===== src/rtl/gsim_shreg_ctrl_if.sv =====
// Handshake bundle between the GSIM shift-register sequencer and its neighbours
// (I/O FSM load/drain port, shift-register control, update PE handshake).
interface gsim_shreg_ctrl_if #(
    parameter int ITER_W = 5
);
    logic              start;
    logic              busy;
    logic              in_valid;
    logic              in_ready;
    logic [1:0]        sh_ctrl;
    logic              sh_ien;
    logic              pe_start;
    logic              pe_done;
    logic [ITER_W-1:0] iter_cnt;
    logic              out_valid;
    logic              out_ready;
    logic              done;

    modport master (
        input  start, in_valid, pe_done, out_ready,
        output busy, in_ready, sh_ctrl, sh_ien, pe_start, iter_cnt, out_valid, done
    );

    modport slave (
        output start, in_valid, pe_done, out_ready,
        input  busy, in_ready, sh_ctrl, sh_ien, pe_start, iter_cnt, out_valid, done
    );
endinterface


===== src/rtl/gsim_shreg_ctrl.sv =====
// Sequencer for the GSIM unknown shift register: load, Gauss-Seidel sweeps, drain.
// Optional early termination on convergence: define GSIM_CTRL_EARLY_STOP_EN.
module gsim_shreg_ctrl #(
    parameter int N_UNK    = 16,
    parameter int ITER_NUM = 16,
    parameter int ITER_W   = 5
) (
    input  logic               clk,
    input  logic               rst_n,
`ifdef GSIM_CTRL_EARLY_STOP_EN
    input  logic               converged,
`endif
    gsim_shreg_ctrl_if.master  bus
);

    localparam int UNK_W = (N_UNK > 1) ? $clog2(N_UNK) : 1;

    localparam logic [2:0] ST_IDLE  = 3'd0;
    localparam logic [2:0] ST_LOAD  = 3'd1;
    localparam logic [2:0] ST_ISSUE = 3'd2;
    localparam logic [2:0] ST_WAIT  = 3'd3;
    localparam logic [2:0] ST_DRAIN = 3'd4;
    localparam logic [2:0] ST_FIN   = 3'd5;

    // Codes 01 (SH4) and 10 (SH5) are reserved for neighbour realignment.
    localparam logic [1:0] SH_SH1  = 2'b00;
    localparam logic [1:0] SH_HOLD = 2'b11;

    localparam logic [UNK_W-1:0]  UNK_LAST  = UNK_W'(N_UNK - 1);
    localparam logic [ITER_W-1:0] ITER_LAST = ITER_W'(ITER_NUM - 1);

    logic [2:0]        state_r;
    logic [2:0]        state_nxt_s;
    logic [UNK_W-1:0]  unk_cnt_r;
    logic [UNK_W-1:0]  unk_cnt_nxt_s;
    logic [ITER_W-1:0] iter_cnt_r;
    logic [ITER_W-1:0] iter_cnt_nxt_s;
    logic [1:0]        sh_ctrl_s;
    logic              sh_ien_s;
    logic              stop_s;

    logic              busy_r;
    logic              in_ready_r;
    logic              pe_start_r;
    logic              out_valid_r;
    logic              done_r;

`ifdef GSIM_CTRL_EARLY_STOP_EN
    assign stop_s = converged;
`else
    assign stop_s = 1'b0;
`endif

    // Next-state, counter update and same-cycle shift-register control
    always_comb begin
        state_nxt_s    = state_r;
        unk_cnt_nxt_s  = unk_cnt_r;
        iter_cnt_nxt_s = iter_cnt_r;
        sh_ctrl_s      = SH_HOLD;
        sh_ien_s       = 1'b0;
        case (state_r)
            ST_IDLE: begin
                if (bus.start) begin
                    iter_cnt_nxt_s = {ITER_W{1'b0}};
                    unk_cnt_nxt_s  = {UNK_W{1'b0}};
                    state_nxt_s    = ST_LOAD;
                end else begin
                    state_nxt_s    = ST_IDLE;
                end
            end
            ST_LOAD: begin
                if (bus.in_valid) begin
                    sh_ctrl_s = SH_SH1;
                    sh_ien_s  = 1'b1;
                    if (unk_cnt_r == UNK_LAST) begin
                        unk_cnt_nxt_s = {UNK_W{1'b0}};
                        state_nxt_s   = ST_ISSUE;
                    end else begin
                        unk_cnt_nxt_s = unk_cnt_r + UNK_W'(1);
                    end
                end else begin
                    state_nxt_s = ST_LOAD;
                end
            end
            ST_ISSUE: begin
                state_nxt_s = ST_WAIT;
            end
            ST_WAIT: begin
                if (bus.pe_done) begin
                    // Updated head value re-enters at the tail as the rest shift forward
                    sh_ctrl_s = SH_SH1;
                    sh_ien_s  = 1'b1;
                    if (unk_cnt_r == UNK_LAST) begin
                        unk_cnt_nxt_s  = {UNK_W{1'b0}};
                        iter_cnt_nxt_s = iter_cnt_r + ITER_W'(1);
                        if ((iter_cnt_r == ITER_LAST) || stop_s) begin
                            state_nxt_s = ST_DRAIN;
                        end else begin
                            state_nxt_s = ST_ISSUE;
                        end
                    end else begin
                        unk_cnt_nxt_s = unk_cnt_r + UNK_W'(1);
                        state_nxt_s   = ST_ISSUE;
                    end
                end else begin
                    state_nxt_s = ST_WAIT;
                end
            end
            ST_DRAIN: begin
                if (bus.out_ready) begin
                    // Rotate with input disabled so a full drain restores the order
                    sh_ctrl_s = SH_SH1;
                    sh_ien_s  = 1'b0;
                    if (unk_cnt_r == UNK_LAST) begin
                        unk_cnt_nxt_s = {UNK_W{1'b0}};
                        state_nxt_s   = ST_FIN;
                    end else begin
                        unk_cnt_nxt_s = unk_cnt_r + UNK_W'(1);
                    end
                end else begin
                    state_nxt_s = ST_DRAIN;
                end
            end
            ST_FIN: begin
                state_nxt_s = ST_IDLE;
            end
            default: begin
                state_nxt_s    = ST_IDLE;
                unk_cnt_nxt_s  = {UNK_W{1'b0}};
                iter_cnt_nxt_s = {ITER_W{1'b0}};
            end
        endcase
    end

    // State, counters and registered status outputs decoded from the next state
    always_ff @(posedge clk or negedge rst_n) begin
        if (!rst_n) begin
            state_r     <= ST_IDLE;
            unk_cnt_r   <= {UNK_W{1'b0}};
            iter_cnt_r  <= {ITER_W{1'b0}};
            busy_r      <= 1'b0;
            in_ready_r  <= 1'b0;
            pe_start_r  <= 1'b0;
            out_valid_r <= 1'b0;
            done_r      <= 1'b0;
        end else begin
            state_r     <= state_nxt_s;
            unk_cnt_r   <= unk_cnt_nxt_s;
            iter_cnt_r  <= iter_cnt_nxt_s;
            busy_r      <= (state_nxt_s != ST_IDLE);
            in_ready_r  <= (state_nxt_s == ST_LOAD);
            pe_start_r  <= (state_nxt_s == ST_ISSUE);
            out_valid_r <= (state_nxt_s == ST_DRAIN);
            done_r      <= (state_nxt_s == ST_FIN);
        end
    end

    assign bus.busy      = busy_r;
    assign bus.in_ready  = in_ready_r;
    assign bus.pe_start  = pe_start_r;
    assign bus.out_valid = out_valid_r;
    assign bus.done      = done_r;
    assign bus.iter_cnt  = iter_cnt_r;
    assign bus.sh_ctrl   = sh_ctrl_s;
    assign bus.sh_ien    = sh_ien_s;

endmodule


===== src/flat_wrapper.sv =====
// flat-port wrapper written by rule: the top's interface ports become plain ports
module gsim_shreg_ctrl_flat 
#(
    parameter int N_UNK    = 16,
    parameter int ITER_NUM = 16,
    parameter int ITER_W   = 5
)
  (clk, rst_n, bus_start, bus_in_valid, bus_pe_done, bus_out_ready, bus_busy, bus_in_ready, bus_sh_ctrl, bus_sh_ien, bus_pe_start, bus_iter_cnt, bus_out_valid, bus_done);
  gsim_shreg_ctrl_if #(.ITER_W(ITER_W)) bus_i ();
  input  logic clk;
  input  logic rst_n;
  input wire logic [$bits(bus_i.start)-1:0] bus_start;
  input wire logic [$bits(bus_i.in_valid)-1:0] bus_in_valid;
  input wire logic [$bits(bus_i.pe_done)-1:0] bus_pe_done;
  input wire logic [$bits(bus_i.out_ready)-1:0] bus_out_ready;
  output wire logic [$bits(bus_i.busy)-1:0] bus_busy;
  output wire logic [$bits(bus_i.in_ready)-1:0] bus_in_ready;
  output wire logic [$bits(bus_i.sh_ctrl)-1:0] bus_sh_ctrl;
  output wire logic [$bits(bus_i.sh_ien)-1:0] bus_sh_ien;
  output wire logic [$bits(bus_i.pe_start)-1:0] bus_pe_start;
  output wire logic [$bits(bus_i.iter_cnt)-1:0] bus_iter_cnt;
  output wire logic [$bits(bus_i.out_valid)-1:0] bus_out_valid;
  output wire logic [$bits(bus_i.done)-1:0] bus_done;
  assign bus_i.start = bus_start;
  assign bus_i.in_valid = bus_in_valid;
  assign bus_i.pe_done = bus_pe_done;
  assign bus_i.out_ready = bus_out_ready;
  assign bus_busy = bus_i.busy;
  assign bus_in_ready = bus_i.in_ready;
  assign bus_sh_ctrl = bus_i.sh_ctrl;
  assign bus_sh_ien = bus_i.sh_ien;
  assign bus_pe_start = bus_i.pe_start;
  assign bus_iter_cnt = bus_i.iter_cnt;
  assign bus_out_valid = bus_i.out_valid;
  assign bus_done = bus_i.done;
  gsim_shreg_ctrl #(.N_UNK(N_UNK), .ITER_NUM(ITER_NUM), .ITER_W(ITER_W)) u_core (.clk(clk), .rst_n(rst_n), .bus(bus_i));
endmodule

===== config.mk =====
export PLATFORM = sky130hd
export DESIGN_NAME = gsim_shreg_ctrl_flat
export DESIGN_NICKNAME = d
export VERILOG_FILES = /design/src/rtl/gsim_shreg_ctrl_if.sv /design/src/rtl/gsim_shreg_ctrl.sv /design/src/flat_wrapper.sv
export SDC_FILE = /design/constraint.sdc
export NUM_CORES = 1
export LEC_CHECK = 0
export CAP_MARGIN = 25
export CORE_MARGIN = 4
export CORE_UTILIZATION = 53
export DETAILED_ROUTE_END_ITERATION = 7
export PLACE_DENSITY = 0.83
export SETUP_SLACK_MARGIN = 0.5
export SKIP_LAST_GASP = 1
export SYNTH_ARGS = -nofsm -noshare
export SYNTH_HDL_FRONTEND = slang
export SYNTH_SLANG_ARGS = --single-unit

===== constraint.sdc =====
create_clock -name clk -period 5.5 [get_ports clk]
set_input_delay 1.1 -clock clk [delete_from_list [all_inputs] [get_ports clk]]
set_output_delay 1.1 -clock clk [all_outputs]
set_load 0.1 [all_outputs]

==> run_results.csv <==
group,metric,value,unit
worst_setup_path,path_class,"input pin to primary output",
drt,routed-via-count,794,
clock_network,clock_path_buffers,2,
sta,timing.slew.headroom,35.2,%
sta,finalSetupViolCount,0,
clock_network,numClockSinks,17,
worst_setup_path,cp_data_arrival_time,2.99,ns
run,max_capacitance_violation_count,0,
clock_network,cts.hold.buffers_added,0,
clock_network,insertion_delay,0.28,ns
sta,final_max_slew_viol_count,0,
floorplanning,floorplan.die.height,49.9,um
placement,post-dp-hpwl,1410,um
clock_network,clkTransAtPathRegs,0.09,ns
clock_network,number_of_buffers_created_by_cts,3,
sta,maximum_clock_rate,0.244,GHz
sta,period_share,74.4,%
sta,grt_setup_unrepaired,"false",
drt,detailedRoute.firstIterationViolations,25,
yosys,ys_warn_count,0,
yosys,syn-instance-count,93,
global_routing,number_of_antenna_violations_at_the_first_check_in_global_routing,0,
drt,drt_pre_antenna_iters,4,
cells_and_area,finish.net_count,121,
worst_setup_path,crit_required,4.40,ns
drt,via_per_inst,6.25,
global_routing,first_pass_grt_wire_length,3390,um
clock_network,cts_tree,"yes",
run_status,run_status,"finished, final reports clean",
drt,detail_route.wl_per_cell,15.0,um
floorplanning,row_count,14,
yosys,syn_avg_cell_area,9.98,um2
cells_and_area,post_route_cells_drive_above_1_share,9.01,%
floorplanning,die_area,0.00249,mm2
worst_hold_path,worst_hold_path_type,"register to register",
sta,final_report_hold_violation_count,0,
sta,fin_worst_skew,0.00526,ns
global_routing,overflow,0,
floorplanning,floorplan.io_pins,19,
worst_setup_path,startpoint_type,"input pin",
yosys,synth.net_count,102,
floorplanning,core_area,0.00158,mm2
global_routing,grt_pass1_vias,775,
cells_and_area,nFillCells,116,
yosys,synth.yosys.seq_area_share,45.8,%
placement,gp_congestion,0.840,
cells_and_area,area_added_between_synthesis_and_finish,21.4,%
drt,drtAntennaViolNets,0,
clock_network,htree_num_levels,1,
placement,numPortBuffers,18,
clock_network,cts_root_buf,"sky130_fd_sc_hd__clkbuf_4",
sta,max_slew.worst_pin.slew,0.969,ns
worst_setup_path,worst-path-max-fanout,4,
cells_and_area,antenna_cells_inserted,0,
drt,total_drc_errors_in_the_routed_layout,0,
drt,wirelength,1910,um
sta,setup_tns,0,ns
clock_network,post_cts.resized_instances,0,
yosys,number_of_synthesized_register_bits,17,
worst_setup_path,endpoint_kind,"primary output",
yosys,netlist_area,928,um2
floorplanning,horizontal_die_dimension,49.9,um
global_routing,track_usage,17.6,%
global_routing,grt_max_degree,18,
sta,layout_min_cycle_time,4.09,ns
clock_network,post-cts-setup-buffer-count,0,
yosys,synth_cell_type_count,34,
floorplanning,floorplan.initialDensity,58.9,%
## worst max-delay path, cell delays in order
cell,delay (ns)
sky130_fd_sc_hd__clkdlybuf4s50_1,0.53
sky130_fd_sc_hd__mux2i_1,0.11
sky130_fd_sc_hd__nor2_1,0.11
sky130_fd_sc_hd__clkdlybuf4s50_1,1.13
## cell type report
class,instances,area (um2),share of cell area [%]
multi-input combinational,69,469,41.6
timing repair buffer,18,175,15.5
sequential,17,425,37.7
tap,16,20.0,1.78
clock buffer,4,26.3,2.33
inverter,3,11.3,0.999
## kinds of logic after synthesis
kind of cell,after synthesis,share of synthesized area [%]
simple gates,40,27.4
compound gates,25,18.1
mux,1,1.08
buf+inv,7,3.64
fa+ha+maj,3,4.04
flops,17,45.8
## Yosys cell counts
cell / n / area [um2]
sky130_fd_sc_hd__a211oi_1: 1 / 7.51
sky130_fd_sc_hd__nand2_1: 5 / 18.8
sky130_fd_sc_hd__o2bb2ai_1: 1 / 8.76
sky130_fd_sc_hd__and2_1: 3 / 18.8
sky130_fd_sc_hd__or3b_2: 1 / 8.76
sky130_fd_sc_hd__inv_1: 3 / 11.3
sky130_fd_sc_hd__a21o_1: 2 / 15.0
sky130_fd_sc_hd__nand4b_1: 1 / 8.76
sky130_fd_sc_hd__and4_1: 1 / 8.76
sky130_fd_sc_hd__buf_4: 1 / 7.51
sky130_fd_sc_hd__a211o_1: 1 / 8.76
sky130_fd_sc_hd__or2_2: 2 / 12.5
sky130_fd_sc_hd__a22oi_1: 1 / 7.51
sky130_fd_sc_hd__and3_1: 2 / 12.5
sky130_fd_sc_hd__nor4bb_1: 1 / 10.0
sky130_fd_sc_hd__o21bai_1: 1 / 7.51
sky130_fd_sc_hd__and2_4: 1 / 8.76
sky130_fd_sc_hd__or3_1: 2 / 12.5
sky130_fd_sc_hd__o21ai_0: 8 / 40.0
sky130_fd_sc_hd__mux2i_1: 1 / 10.0
sky130_fd_sc_hd__ha_1: 3 / 37.5
sky130_fd_sc_hd__nand2b_1: 1 / 6.26
sky130_fd_sc_hd__nor4b_1: 2 / 17.5
sky130_fd_sc_hd__o31ai_1: 6 / 45.0
sky130_fd_sc_hd__or3_4: 1 / 11.3
sky130_fd_sc_hd__nor2b_1: 5 / 31.3
sky130_fd_sc_hd__nor3b_1: 2 / 15.0
sky130_fd_sc_hd__nand3_1: 6 / 30.0
sky130_fd_sc_hd__buf_2: 3 / 15.0
sky130_fd_sc_hd__dfrtp_1: 17 / 425
sky130_fd_sc_hd__o32ai_1: 2 / 17.5
sky130_fd_sc_hd__a21oi_1: 2 / 10.0
sky130_fd_sc_hd__nand3b_1: 2 / 15.0
sky130_fd_sc_hd__nor2_1: 2 / 7.51
## cell usage in the layout (no fill, tap or decap)
master and count:
sky130_fd_sc_hd__clkbuf_1 1, sky130_fd_sc_hd__nor4bb_1 1, sky130_fd_sc_hd__a211oi_1 1, sky130_fd_sc_hd__and2_4 1
sky130_fd_sc_hd__and4_1 1, sky130_fd_sc_hd__o21ai_0 8, sky130_fd_sc_hd__nand3_1 6, sky130_fd_sc_hd__o21bai_1 1
sky130_fd_sc_hd__a21oi_1 2, sky130_fd_sc_hd__o31ai_1 6, sky130_fd_sc_hd__nand3b_1 2, sky130_fd_sc_hd__or3b_2 1
sky130_fd_sc_hd__ha_1 3, sky130_fd_sc_hd__buf_4 2, sky130_fd_sc_hd__clkbuf_4 3, sky130_fd_sc_hd__a21o_1 2
sky130_fd_sc_hd__a211o_1 1, sky130_fd_sc_hd__nand2b_1 1, sky130_fd_sc_hd__clkdlybuf4s50_1 16, sky130_fd_sc_hd__nor4b_1 2
sky130_fd_sc_hd__o2bb2ai_1 1, sky130_fd_sc_hd__mux2i_1 1, sky130_fd_sc_hd__nor2b_1 5, sky130_fd_sc_hd__nor2_1 2
sky130_fd_sc_hd__a22oi_1 1, sky130_fd_sc_hd__or3_1 2, sky130_fd_sc_hd__nand4b_1 1, sky130_fd_sc_hd__and3_1 2
sky130_fd_sc_hd__inv_1 3, sky130_fd_sc_hd__nand2_1 5, sky130_fd_sc_hd__or2_2 2, sky130_fd_sc_hd__and2_1 3
sky130_fd_sc_hd__o32ai_1 2, sky130_fd_sc_hd__or3_4 1, sky130_fd_sc_hd__dfrtp_1 17, sky130_fd_sc_hd__nor3b_1 2
## registers in the layout, indices dropped and copies added (netlist names)
name,flops
u_core.bus.done,1
u_core.bus.busy,1
u_core.bus.out_valid,1
u_core.bus.pe_start,1
u_core.state_r,3
u_core.unk_cnt_r,4
u_core.bus.in_ready,1
u_core.bus.iter_cnt,5
## final timing paths
kind	start	end	slack, ns	cells past startpoint
setup / recovery	bus_pe_done	bus_sh_ien	1.41	4
max in group asynchronous	rst_n	u_core.bus.iter_cnt[3]$_DFFE_PN0P_	3.79	1
setup reg to reg	u_core.unk_cnt_r[0]$_DFFE_PN0P_	u_core.bus.busy$_DFF_PN0_	3.52	5
hold reg to reg	u_core.bus.iter_cnt[3]$_DFFE_PN0P_	u_core.bus.iter_cnt[3]$_DFFE_PN0P_	0.50	1
hold / removal	u_core.bus.iter_cnt[3]$_DFFE_PN0P_	u_core.bus.iter_cnt[3]$_DFFE_PN0P_	0.50	1
min in group asynchronous	rst_n	u_core.unk_cnt_r[0]$_DFFE_PN0P_	1.24	1
## through the flow
stage          instances  instance area [um2]  utilization, %  worst slack [ns]  hold WS (ns)
2_1_floorplan         93                  928               -              1.12         0.481
3_5_place_dp         123                 1100            69.8              1.39         0.493
5_1_grt              127                 1130            71.5              1.31         0.567
4_1_cts              127                 1130            71.5              1.39         0.510
6_report             127                 1130            71.5              1.41         0.501
3_3_place_gp         123                 1100            69.8              1.41         0.488
## routing by layer
layer	vias to the layer above	wire length, um	track usage (%)
li1	378	-	-
met1	385	888	22.0
met2	27	902	29.1
met3	4	102	3.31
met4	0	17	7.83
met5	-	0	0
Power is left out: the tool's default activity adds up to more than one toggle a clock period on the data nets, which glitch-free logic cannot reach.
